### src/rtl/light_organ.sv
// Light organ: per-channel envelopes drive a PWM-dimmed user LED and a serial
// shift/latch frame for an external lamp driver. Define LIGHT_ORGAN_GAMMA_EN for squared LED brightness.
module light_organ #(
  parameter int CHANNELS    = 4,
  parameter int PWM_BITS    = 8,
  parameter int DECAY_SHIFT = 4,
  parameter int SHIFT_DIV   = 8,
  parameter int THRESH      = 128
) (
  input  logic                         clk_sys,
  input  logic                         reset_n,
  input  logic                         decay_tick,
  input  logic [CHANNELS-1:0]          chan_trig,
  input  logic [CHANNELS*PWM_BITS-1:0] chan_level,
  input  logic [1:0]                   mode,
  output logic                         led_user,
  output logic                         ser_clk,
  output logic                         ser_dat,
  output logic                         ser_latch,
  output logic                         busy
);

  localparam int DIV_W = (SHIFT_DIV > 1) ? $clog2(SHIFT_DIV) : 1;
  localparam int IDX_W = (CHANNELS > 1) ? $clog2(CHANNELS) : 1;

  typedef enum logic [1:0] {
    IDLE     = 2'd0,
    SHIFT_LO = 2'd1,
    SHIFT_HI = 2'd2,
    LATCH    = 2'd3
  } ser_state_e;

  logic [PWM_BITS-1:0] env_q [CHANNELS];
  logic [PWM_BITS-1:0] env_d [CHANNELS];
  logic [PWM_BITS-1:0] pwm_cnt_q;
  logic [PWM_BITS-1:0] max_env;
  logic [PWM_BITS-1:0] bright;
  logic                led_q, led_d;

  ser_state_e          state_q, state_d;
  logic [DIV_W-1:0]    div_q, div_d;
  logic [IDX_W-1:0]    idx_q, idx_d;
  logic [CHANNELS-1:0] bits_q, bits_d;
  logic [CHANNELS-1:0] lit;
  logic                div_last;

  // NOTE: every signal written in always_comb gets a default first, so no path can infer a latch.
  always_comb begin
    for (int i = 0; i < CHANNELS; i++) begin
      env_d[i] = env_q[i];
      if (chan_trig[i]) begin
        env_d[i] = chan_level[i*PWM_BITS +: PWM_BITS];
      end else if (decay_tick && env_q[i] != '0) begin
        // Decay is proportional, but never less than one step so envelopes reach zero.
        env_d[i] = env_q[i] - (((env_q[i] >> DECAY_SHIFT) == '0) ? PWM_BITS'(1)
                                                                  : (env_q[i] >> DECAY_SHIFT));
      end
    end
  end

  always_comb begin
    max_env = '0;
    lit     = '0;
    for (int i = 0; i < CHANNELS; i++) begin
      if (env_q[i] > max_env) max_env = env_q[i];
      lit[i] = int'(env_q[i]) >= THRESH;
    end
  end

`ifdef LIGHT_ORGAN_GAMMA_EN
  logic [2*PWM_BITS-1:0] max_sq;
  always_comb begin
    max_sq = {{PWM_BITS{1'b0}}, max_env} * {{PWM_BITS{1'b0}}, max_env};
    bright = max_sq[2*PWM_BITS-1:PWM_BITS];
  end
`else
  always_comb bright = max_env;
`endif

  always_comb led_d = (mode == 2'd0) && (bright > pwm_cnt_q);

  always_comb begin
    state_d  = state_q;
    div_d    = div_q;
    idx_d    = idx_q;
    bits_d   = bits_q;
    div_last = (div_q == DIV_W'(SHIFT_DIV - 1));
    if (mode != 2'd1) begin
      // Leaving serial mode abandons the frame outright; no latch pulse is issued.
      state_d = IDLE;
      div_d   = '0;
    end else begin
      unique case (state_q)
        IDLE: begin
          if (pwm_cnt_q == '0) begin
            state_d = SHIFT_LO;
            div_d   = '0;
            idx_d   = IDX_W'(CHANNELS - 1);
            bits_d  = lit;
          end
        end
        SHIFT_LO: begin
          div_d = div_q + DIV_W'(1);
          if (div_last) begin
            state_d = SHIFT_HI;
            div_d   = '0;
          end
        end
        SHIFT_HI: begin
          div_d = div_q + DIV_W'(1);
          if (div_last) begin
            div_d = '0;
            if (idx_q == '0) begin
              state_d = LATCH;
            end else begin
              state_d = SHIFT_LO;
              idx_d   = idx_q - IDX_W'(1);
            end
          end
        end
        LATCH: begin
          div_d = div_q + DIV_W'(1);
          if (div_last) begin
            state_d = IDLE;
            div_d   = '0;
          end
        end
        default: state_d = IDLE;
      endcase
    end
  end

  // NOTE: the envelope array is a handful of flops, not a RAM, so it is reset with everything else.
  always_ff @(posedge clk_sys or negedge reset_n) begin
    if (!reset_n) begin
      for (int i = 0; i < CHANNELS; i++) env_q[i] <= '0;
      pwm_cnt_q <= '0;
      led_q     <= 1'b0;
      state_q   <= IDLE;
      div_q     <= '0;
      idx_q     <= '0;
      bits_q    <= '0;
    end else begin
      // NOTE: non-blocking assignments keep every register sampling pre-edge values.
      for (int i = 0; i < CHANNELS; i++) env_q[i] <= env_d[i];
      pwm_cnt_q <= pwm_cnt_q + PWM_BITS'(1);
      led_q     <= led_d;
      state_q   <= state_d;
      div_q     <= div_d;
      idx_q     <= idx_d;
      bits_q    <= bits_d;
    end
  end

  // Serial outputs decode straight from registered state, so reset clears them asynchronously.
  assign led_user  = led_q;
  assign busy      = (state_q != IDLE);
  assign ser_clk   = (state_q == SHIFT_HI);
  assign ser_dat   = ((state_q == SHIFT_LO) || (state_q == SHIFT_HI)) && bits_q[idx_q];
  assign ser_latch = (state_q == LATCH);

endmodule

### config.mk
export PLATFORM = sky130hd
export DESIGN_NAME = light_organ
export DESIGN_NICKNAME = d
export VERILOG_FILES = /design/src/rtl/light_organ.sv
export SDC_FILE = /design/constraint.sdc
export NUM_CORES = 1
export LEC_CHECK = 0
export ABC_AREA = 1
export CAP_MARGIN = 15
export CORE_UTILIZATION = 63
export DETAILED_ROUTE_END_ITERATION = 8
export GPL_TIMING_DRIVEN = 0
export PLACE_DENSITY = 0.87
export SLEW_MARGIN = 40
export SYNTH_ARGS = -nofsm -noshare
export SYNTH_HDL_FRONTEND = slang
export SYNTH_SLANG_ARGS = --single-unit
### constraint.sdc
create_clock -name clk_sys -period 8.4 [get_ports clk_sys]
set_clock_uncertainty 0.15 [all_clocks]
set_input_delay 0.84 -clock clk_sys [delete_from_list [all_inputs] [get_ports clk_sys]]
set_output_delay 0.84 -clock clk_sys [all_outputs]
set_load 0.05 [all_outputs]
==> flow_summary.json <==
{
  "critPathTopFamily": "simple AND/OR/NAND/NOR gates",
  "drv_slew": 0,
  "synth_xor_area_share_pct": 2.75,
  "core.rowCount": 30,
  "globalplace.congestion": 0.887,
  "ctsHoldBuffers": 0,
  "fillerInstances": 543,
  "grt_max_degree": 30,
  "overflow": 0,
  "path_buf_inv": 4,
  "drt_iter0_markers": 248,
  "top_layer": "met4",
  "ys_ff_latch": 52,
  "fin_crit_ps": 5300,
  "worst_slew_pin_slew_ps": 499,
  "die_w_um": 86.1,
  "initial_utilization_pct": 65.3,
  "hpwl_um": 8280,
  "cts_buffer_depth": 2,
  "synth_seq_area_share_pct": 29.2,
  "max_cap_violations": 0,
  "rsz0062_at_grt": "no",
  "met3WireLength_um": 335,
  "holdWs_ps": 267,
  "post_cts_buffers": 0,
  "synthAdderAreaFrac_pct": 17.8,
  "arrival_ps": 5350,
  "max-slew-margin-rel_pct": 66.6,
  "clkSlewWorstSetupHoldPaths_ps": 90,
  "seq_area_sq_um": 1300,
  "die_h_um": 86.1,
  "synth_top_family_by_area": "simple AND/OR/NAND/NOR gates",
  "clock_sinks": 52,
  "grt_pass1_wl_um": 17900,
  "fin_crit_sh_pct": 63.1,
  "totalWireLength_um": 10400,
  "synthFlopType": "dfrtp_1",
  "cp-startpoint": "env_q[29]",
  "clk-insertion-delay-late_ps": 310,
  "synth_edf_count": 0,
  "ant_nets": 0,
  "cpMaxStageDelayCell": "dfrtp_1",
  "drt-met1-wl_um": 4600,
  "wl_per_cell_um": 13.9,
  "power-per-cell-area_nw_per_um2": 285,
  "dr.pass1.iters": 5,
  "core-area_sq_um": 6830,
  "synth_simple_gate_area_share_pct": 28.4,
  "synth_warnings": 0,
  "cts-root-buf": "clkbuf_8",
  "cts_made_buffers": 5,
  "via_per_inst": 5.67,
  "numPortBuffers": 45,
  "r2r_start": "env_q[29]",
  "syn_nets": 704,
  "status": "finished, final reports clean",
  "setup_tns_ps": 0,
  "netlist_instances": 602,
  "setup_viol": 0,
  "required_ps": 8450,
  "end_kind": "flip-flop",
  "critPathKind": "reg -> reg",
  "path_max_fanout": 9,
  "drive_above_1_share_pct": 5.95,
  "cts_resized": 0,
  "synth_mux_area_share_pct": 0,
  "cts_tree": "yes",
  "postSynth.asyncResetShare_pct": 100,
  "antenna_cells": 0,
  "hold_path_class": "in -> async",
  "nets": 757,
  "grtUsageTotal_pct": 30.2,
  "multi_input_area_sq_um": 2830,
  "wl_met2_um": 5240,
  "slowest_delay_ps": 480,
  "setup.worst_path.start_class": "flip-flop",
  "io_pins": 46,
  "antenna_found_initial": 0,
  "die_area_sq_um": 7420,
  "area_growth_pct": 15.7,
  "yosys.cell_types.count": 45,
  "cts_max_level": 2,
  "synthesis.area_sq_um": 4460,
  "path_common_cell": "nand2_1",
  "hold_viol_final": 0,
  "grt_pass1_vias": 4063,
  "route.detailed.drc": 0,
  "synth-compound-area-share_pct": 14.4,
  "p_leak_nw": 2.59,
  "syn_avg_cell_area_sq_um": 7.41,
  "peakVddDrop_mv": 0.139,
  "fmax_ghz": 0.189,
  "vias": 4262
}
-- cell families after synthesis --
| kind of cell | after synthesis |
|---|---|
| compound gates | 103 |
| fa+ha+maj | 61 |
| xor+xnor | 14 |
| flops | 52 |
| simple gates | 286 |
| buf+inv | 86 |
-- per-layer routing --
metal,global-route usage [%],vias to the layer above
met5,0,-
met4,10.0,0
met3,3.37,28
met2,54.5,102
met1,37.4,2001
li1,-,2131
-- cells in the mapped netlist (all sizes together) (2+ instances only) --
cell    number  area [sq um]
nand2      162           638
inv         78           293
nand3       63           325
ha          57           713
dfrtp       52          1300
nor2        42           175
o21ai       38           209
a21oi       29           145
o211ai      20           160
xor2        12           105
nand4       10          77.6
nor3         6          30.0
fa           4          80.1
a21boi       3          26.3
buf          3          21.3
clkbuf       3          11.3
o22ai        3          18.8
a211oi       2          20.0
clkinv       2          7.51
or2          2          12.5
xnor2        2          17.5
-- final timing paths --
| path | end | slack, ps | cells after the start |
|---|---|---|---|
| max | led_user | 3100 | 32 |
| min | state_q[0] | 270 | 1 |
| max reg2reg | led_user | 3100 | 32 |
| min reg2reg | bits_q[2] | 340 | 2 |
| max in group asynchronous | env_q[2] | 7380 | 2 |
| min in group clk_sys | bits_q[2] | 340 | 2 |
-- area by class of cell --
type                            instances  share of cell area, %
Tap cell                               96                   2.33
Clock buffer                            5                   1.33
Clock inverter                          3                  0.825
Sequential cell                        52                   25.2
Inverter                               80                   5.82
Buffer                                  6                  0.631
Timing Repair Buffer                   46                   9.07
Multi-Input combinational cell        464                   54.8
-- worst register-to-register path: cells and delay by family, from the launching register on --
family	cells	cell delay, ps
AO/OA/AOI/OAI	5	740
AND/OR/NAND/NOR	19	2120
flip-flops	1	480
buffers and inverters	4	550
adder cells (fa/ha/maj)	4	1150
-- per-stage QoR --
stage	instances	power, mW	worst slack, ps	instance area, sq um	utilization, %
after global routing	752	1.63	2600	5160	75.5
after detailed placement	744	1.27	3300	5050	73.9
after CTS	752	1.46	3210	5160	75.5
after floorplan	602	1.04	3950	4460	-
after global placement	743	1.21	3490	5030	73.6
final	752	1.47	3100	5160	75.5
-- state kept, by name, indices dropped and copies added (netlist names) --
signal,flops
bits_q,4
state_q,2
env_q,32
led_user,1
pwm_cnt_q,8
div_q,3
idx_q,2
-- where the power goes --
| group | switching (mW) | internal (mW) | total, mW |
|---|---|---|---|
| sequential | 0.0579 | 0.293 | 0.351 |
| combinational | 0.582 | 0.363 | 0.945 |
| clock | 0.0842 | 0.0882 | 0.172 |
-- cell usage in the layout, fill, tap and decap left out, drive strengths merged --
| master | synthesis | final |
|---|---|---|
| nor3 | 6 | 6 |
| o311ai | 1 | 1 |
| a211oi | 2 | 2 |
| inv | 78 | 78 |
| nand3 | 63 | 63 |
| nor2 | 42 | 42 |
| a21oi | 29 | 29 |
| ha | 57 | 57 |
| nand3b | 1 | 1 |
| xor2 | 12 | 12 |
| a21o | 1 | 1 |
| o21bai | 1 | 1 |
| clkinv | 2 | 3 |
| xnor2 | 2 | 2 |
| nand2 | 162 | 162 |
| nand4 | 10 | 10 |
| a21boi | 3 | 3 |
| fa | 4 | 4 |
| clkdlybuf4s50 | 0 | 44 |
| clkbuf | 3 | 8 |
| a211o | 1 | 1 |
| o211ai | 20 | 20 |
| clkinvlp | 0 | 1 |
| a31oi | 1 | 1 |
| o21ai | 38 | 38 |
| or2 | 2 | 2 |
| bufinv | 0 | 1 |
| o21a | 1 | 1 |
| o22ai | 3 | 3 |
| o41ai | 1 | 1 |
| buf | 3 | 5 |
| o221ai | 1 | 1 |
| dfrtp | 52 | 52 |
No activity file was read; power rests on OpenSTA's default activity.
